`src/rtl/mips_pkg.sv`:
```
// Shared MIPS datapath definitions: fetch FSM states, primary opcodes and word width.
// The control decoder and its bench rely on the same opcode constants.
package mips_pkg;

  localparam int WORD_W = 32;

  typedef enum logic {
    FETCH,
    HOLD
  } fetch_state_t;

  localparam logic [5:0] OP_RTYPE = 6'h00;
  localparam logic [5:0] OP_LW    = 6'h23;
  localparam logic [5:0] OP_SW    = 6'h2B;
  localparam logic [5:0] OP_BEQ   = 6'h04;

  function automatic logic [5:0] opcodeOf(input logic [WORD_W-1:0] word);
    return word[31:26];
  endfunction

endpackage

```
`src/rtl/instr_fetch_if.sv`:
```
// Instruction-memory read port: single-word request/ready handshake.
interface instr_fetch_if;
  import mips_pkg::*;

  logic              imem_req;
  logic [WORD_W-1:0] imem_addr;
  logic              imem_ready;
  logic [WORD_W-1:0] imem_rdata;

  modport master (
    output imem_req,
    output imem_addr,
    input  imem_ready,
    input  imem_rdata
  );

  modport slave (
    input  imem_req,
    input  imem_addr,
    output imem_ready,
    output imem_rdata
  );

endinterface

```
`src/rtl/instr_fetch_pc_next.sv`:
```
// Next-PC arithmetic: sequential pc+4 or beq target pc+4+(offset<<2), all modulo 2^32.
module pc_next
  import mips_pkg::*;
(
  input  logic [WORD_W-1:0] i_pc,
  input  logic              i_branch_taken,
  input  logic [WORD_W-1:0] i_branch_offset,
  output logic [WORD_W-1:0] o_pc_plus4,
  output logic [WORD_W-1:0] o_pc_next
);

  logic [WORD_W-1:0] w_offset_bytes;

  // Word offset to byte offset; the shift drops bits [31:30], so negative offsets wrap naturally.
  assign w_offset_bytes = i_branch_offset << 2;
  assign o_pc_plus4     = i_pc + WORD_W'(4);
  assign o_pc_next      = i_branch_taken ? (o_pc_plus4 + w_offset_bytes) : o_pc_plus4;

endmodule

```
`src/rtl/instr_fetch.sv`:
```
// Fetch stage: holds the PC, reads one word per instruction from imem and keeps it
// in the instruction register until the execute side retires it.
module instr_fetch
  import mips_pkg::*;
#(
  parameter logic [WORD_W-1:0] RESET_PC = 32'h0000_0000
) (
  input  logic              clk,
  input  logic              reset,
  instr_fetch_if.master     imem,
  input  logic              instr_accept,
  input  logic              branch_taken,
  input  logic [WORD_W-1:0] branch_offset,
  output logic [WORD_W-1:0] instr,
  output logic [5:0]        opcode,
  output logic              instr_valid,
  output logic [WORD_W-1:0] pc,
  output logic [WORD_W-1:0] pc_plus4
);

  fetch_state_t      r_state;
  logic [WORD_W-1:0] r_pc;
  logic [WORD_W-1:0] r_instr;
  logic              r_req;
  logic              r_valid;
  logic [WORD_W-1:0] w_pc_plus4;
  logic [WORD_W-1:0] w_pc_next;

  pc_next u_pc_next (
    .i_pc            (r_pc),
    .i_branch_taken  (branch_taken),
    .i_branch_offset (branch_offset),
    .o_pc_plus4      (w_pc_plus4),
    .o_pc_next       (w_pc_next)
  );

  // r_req stays low for the first cycle out of reset, so a stale ready is never taken.
  always_ff @(posedge clk or posedge reset) begin
    if (reset) begin
      r_state <= FETCH;
      r_pc    <= RESET_PC;
      r_instr <= '0;
      r_req   <= 1'b0;
      r_valid <= 1'b0;
    end else begin
      case (r_state)
        FETCH: begin
          if (r_req && imem.imem_ready) begin
            r_instr <= imem.imem_rdata;
            r_req   <= 1'b0;
            r_valid <= 1'b1;
            r_state <= HOLD;
          end else begin
            r_req <= 1'b1;
          end
        end
        HOLD: begin
          if (instr_accept) begin
            r_pc    <= w_pc_next;
            r_req   <= 1'b1;
            r_valid <= 1'b0;
            r_state <= FETCH;
          end
        end
        default: begin
          r_state <= FETCH;
        end
      endcase
    end
  end

  assign imem.imem_req  = r_req;
  assign imem.imem_addr = r_pc;
  assign instr          = r_instr;
  assign opcode         = opcodeOf(r_instr);
  assign instr_valid    = r_valid;
  assign pc             = r_pc;
  assign pc_plus4       = w_pc_plus4;

endmodule

```
`src/flat_wrapper.sv`:
```
// flat-port wrapper written by rule: the top's interface ports become plain ports
module instr_fetch_flat import mips_pkg::*;
#(
  parameter logic [WORD_W-1:0] RESET_PC = 32'h0000_0000
)
  (clk, reset, instr_accept, branch_taken, branch_offset, instr, opcode, instr_valid, pc, pc_plus4, imem_imem_req, imem_imem_addr, imem_imem_ready, imem_imem_rdata);
  instr_fetch_if imem_i ();
  input  logic clk;
  input  logic reset;
  input  logic instr_accept;
  input  logic branch_taken;
  input  logic [WORD_W-1:0] branch_offset;
  output logic [WORD_W-1:0] instr;
  output logic [5:0] opcode;
  output logic instr_valid;
  output logic [WORD_W-1:0] pc;
  output logic [WORD_W-1:0] pc_plus4;
  output wire logic [$bits(imem_i.imem_req)-1:0] imem_imem_req;
  output wire logic [$bits(imem_i.imem_addr)-1:0] imem_imem_addr;
  input wire logic [$bits(imem_i.imem_ready)-1:0] imem_imem_ready;
  input wire logic [$bits(imem_i.imem_rdata)-1:0] imem_imem_rdata;
  assign imem_imem_req = imem_i.imem_req;
  assign imem_imem_addr = imem_i.imem_addr;
  assign imem_i.imem_ready = imem_imem_ready;
  assign imem_i.imem_rdata = imem_imem_rdata;
  instr_fetch #(.RESET_PC(RESET_PC)) u_core (.clk(clk), .reset(reset), .imem(imem_i), .instr_accept(instr_accept), .branch_taken(branch_taken), .branch_offset(branch_offset), .instr(instr), .opcode(opcode), .instr_valid(instr_valid), .pc(pc), .pc_plus4(pc_plus4));
endmodule
```
`config.mk`:
```
export PLATFORM = sky130hd
export DESIGN_NAME = instr_fetch_flat
export DESIGN_NICKNAME = d
export VERILOG_FILES = /design/src/rtl/mips_pkg.sv /design/src/rtl/instr_fetch_if.sv /design/src/rtl/instr_fetch_pc_next.sv /design/src/rtl/instr_fetch.sv /design/src/flat_wrapper.sv
export SDC_FILE = /design/constraint.sdc
export NUM_CORES = 1
export LEC_CHECK = 0
export ABC_AREA = 1
export BUFFER_PORTS_ARGS = -buffer_cell sky130_fd_sc_hd__buf_2
export CAP_MARGIN = 30
export CORE_UTILIZATION = 55
export DETAILED_ROUTE_END_ITERATION = 10
export PLACE_DENSITY_LB_ADDON = 0.12
export SLEW_MARGIN = 20
export SYNTH_ARGS = -nofsm -noshare
export SYNTH_HDL_FRONTEND = slang
export SYNTH_SLANG_ARGS = --single-unit
export TNS_END_PERCENT = 1
```
`constraint.sdc`:
```
create_clock -name clk -period 6.3 [get_ports clk]
set_input_delay 0.945 -clock clk [delete_from_list [all_inputs] [get_ports clk]]
set_output_delay 0.945 -clock clk [all_outputs]
set_load 0.02 [all_outputs]
```
==> qor.txt <==
HPWL Detailed = 13.65 mm
Max-Cap Viols = 0
Status = completed
Power per Cell Area = 546.2 mW/mm^2
Die Width = 107.5 um
CTS tree = done
EDFF count, synth = 0
Clock buffer depth = 2
Setup ws final = 2.825 ns
Sequential cell area = 0.001627 sq mm
Metal3 WL = 979 um
CTS H-Tree Depth = 3
Peak VDD IR = 0.3376 mV
Antenna Cells = 0
Core Area = 0.01084 sq mm
Critical Path RT = 6.53 ns
Worst Path Arrival = 3.70 ns
Crit path launch type = flop
Layout Nets = 1181
Worst Skew = 0.004993 ns
All-layer global routing usage = 29.58%
Share of the synthesized area in the top cell type = 26.58%
Sequential area share after synthesis = 26.58%
Primary FF master, synth = dfrtp_1
GPL Wtd Cong = 0.9325
Top cells by count, synth = nand2_1, inv_1, nand3_1, nor2_1, dfrtp_1
Share of cells above drive strength 1 = 25.37%
Most common cell in the netlist = nand2_1
Worst setup EP type = flop
Hold WS = 0.4842 ns
Metal-1 WL = 7.495 mm
Area of the multi-input gates = 0.003630 sq mm
WS Path Type = reg2reg
Slew margin rel. = 35.22%
Post-CTS Hold Fix Bufs = 0
Fmax = 287.8 MHz
Worst-skew pair later-pin latency = 0.34 ns
Netlist cell types = 40
Final Hold Fails = 0
IO buf count = 196
Synthesized area = 0.006120 sq mm
Ys Warns = 0
DR vias = 6146
Syn Area/Cell = 6.674 sq um
CP max FO = 7
Largest area contributor in the netlist = dfrtp_1
Clock sinks = 65
Setup TNS = 0 ns
Lkg Pwr = 0.004256 uW
DRC Markers = 0
WL final = 16.97 mm
Worst-Margin Slew = 0.9706 ns
DR iter-0 viols = 386
Die Y = 107.5 um
Post CTS Setup Buffer Count = 0
Met2 wire length = 8.044 mm
Final Setup Violations = 0
Vias per cell = 5.038
First-pass GRT wire length = 26.26 mm
CP Cell Sequence = ha_1, nand2_1, nor2_4, nand3_4, nor2_8, xor2_1, inv_1, ha_1, nand2_1, nor2_1, a21oi_1, nand2_1, nand2_1, nand3_1, nand3_1, nand3_1, nand2_1
Final Max Tran Viols = 0
Clock slew at reported path FFs = 0.08 ns
Setup WS pre-CTS = 2.866 ns
Mapped Cells = 917
Vias in the first global route = 5449
Initial core utilization = 56.45%
Global route total overflow = 0
Rows = 38
Filler cell count = 1060
First drt pass iteration count = 5
Yosys reg bits = 65
Slowest stage delay, CP = 0.44 ns
WL/cell = 13.91 um
Hold Path Class = reg2reg
Num CTS Buffers = 9
Post-synth ARST share = 100.0%
Root Buffer = clkbuf_8
Highest Signal Layer = met4
Most used cell, CP = nand2_1
Final period utilization = 55.16%
Resized Gates After CTS = 0
Ports = 205
Synth area leaders = dfrtp_1, nand2_1, inv_1
P&R area growth vs syn = 16.70%
ANT nets after route = 0
Die area = 0.01155 sq mm
Initial antenna violation count = 0
Period minus WS final = 3.475 ns
Pin count of the biggest net entering global routing = 66
RSZ-0062 raised after global routing = false
Critical-path top delay cell = dfrtp_1
where the power goes:
part	total, uW	internal [uW]	leakage [uW]	switching [uW]
registers	859	623	0.000780	236
logic	2690	923	0.00339	1770
clock network	354	183	0.0000847	171
total	3900	1730	0.00426	2170
per-layer routing:
metal	track usage [%]	vias up
met1	38.77	2743
met4	10.18	0
met2	50.23	222
li1	-	3147
met5	0	-
met3	3.511	34
path summary, 6_finish.rpt:
check,endpoint,cells past startpoint,from,slack [ns]
max in group asynchronous,u_core.imem.imem_addr[16],3,reset,4.91
min in group asynchronous,u_core.instr[0],3,reset,0.84
hold reg to reg,u_core.instr_valid,2,u_core.instr_valid,0.48
setup / recovery,u_core.imem.imem_addr[23],17,u_core.imem.imem_addr[2],2.82
hold / removal,u_core.instr_valid,2,u_core.instr_valid,0.48
setup reg to reg,u_core.imem.imem_addr[23],17,u_core.imem.imem_addr[2],2.82
sequential cells by signal, indices dropped and copies added, names as in the netlist:
name                   cells
u_core.imem.imem_req       1
u_core.r_state             1
u_core.instr_valid         1
u_core.instr              32
u_core.imem.imem_addr     30
stage by stage:
step	total power [uW]	util (%)	instances	area, sq um
floorplan	2858	-	922	6138
global placement	3506	64.07	1204	6945
detailed placement	3543	64.07	1204	6945
CTS	3905	65.88	1220	7142
global route	4234	65.88	1220	7142
finish	3901	65.88	1220	7142
cell type report:
type | count | area share [%]
well taps | 140 | 2.453
flip-flops and latches | 65 | 22.78
clock buffers | 10 | 1.787
repair buffers | 199 | 14.05
inverters | 136 | 7.148
clock inverters | 6 | 0.9636
multi-input cells | 664 | 50.82
placed cells by master, fill, tap and decap left out, drive strengths merged, types with 2 or more instances in the layout:
| cell | netlist | routed |
|---|---|---|
| a21o | 2 | 2 |
| a21oi | 33 | 33 |
| and2 | 2 | 2 |
| buf | 43 | 199 |
| clkbuf | 14 | 10 |
| clkinv | 1 | 2 |
| clkinvlp | 0 | 4 |
| conb | 1 | 6 |
| dfrtp | 65 | 65 |
| ha | 36 | 36 |
| inv | 135 | 135 |
| mux2 | 32 | 32 |
| nand2 | 312 | 312 |
| nand3 | 75 | 75 |
| nand3b | 3 | 3 |
| nand4 | 12 | 12 |
| nor2 | 74 | 74 |
| nor3 | 5 | 5 |
| o211ai | 4 | 4 |
| o21ai | 29 | 29 |
| o21bai | 6 | 6 |
| or2 | 2 | 2 |
| xnor2 | 8 | 8 |
| xor2 | 19 | 19 |
logic make-up (layout without fill, tap and decap cells):
group                    count (synthesis)  in the layout  synth area share, %
AO/OA/AOI/OAI                           77             77                6.952
XOR/XNOR                                27             27                4.110
adder cells (fa/ha/maj)                 37             37                7.688
buffers and inverters                  193            351                14.41
flip-flops                              65             65                26.58
multiplexers                            32             32                5.888
other                                    1              6              0.06128
AND/OR/NAND/NOR                        485            485                34.31
critical path: cells and delay by family, from the launching register on:
kind,cells,cell delay [ns]
AOI/OAI and AO/OA,1,0.11
xor gates and xnor gates,1,0.33
adders and majority gates,2,0.67
buffers and inverters,1,0.10
DFF,1,0.44
and+or+nand+nor,12,1.69
No activity file was read; power rests on OpenSTA's default activity.
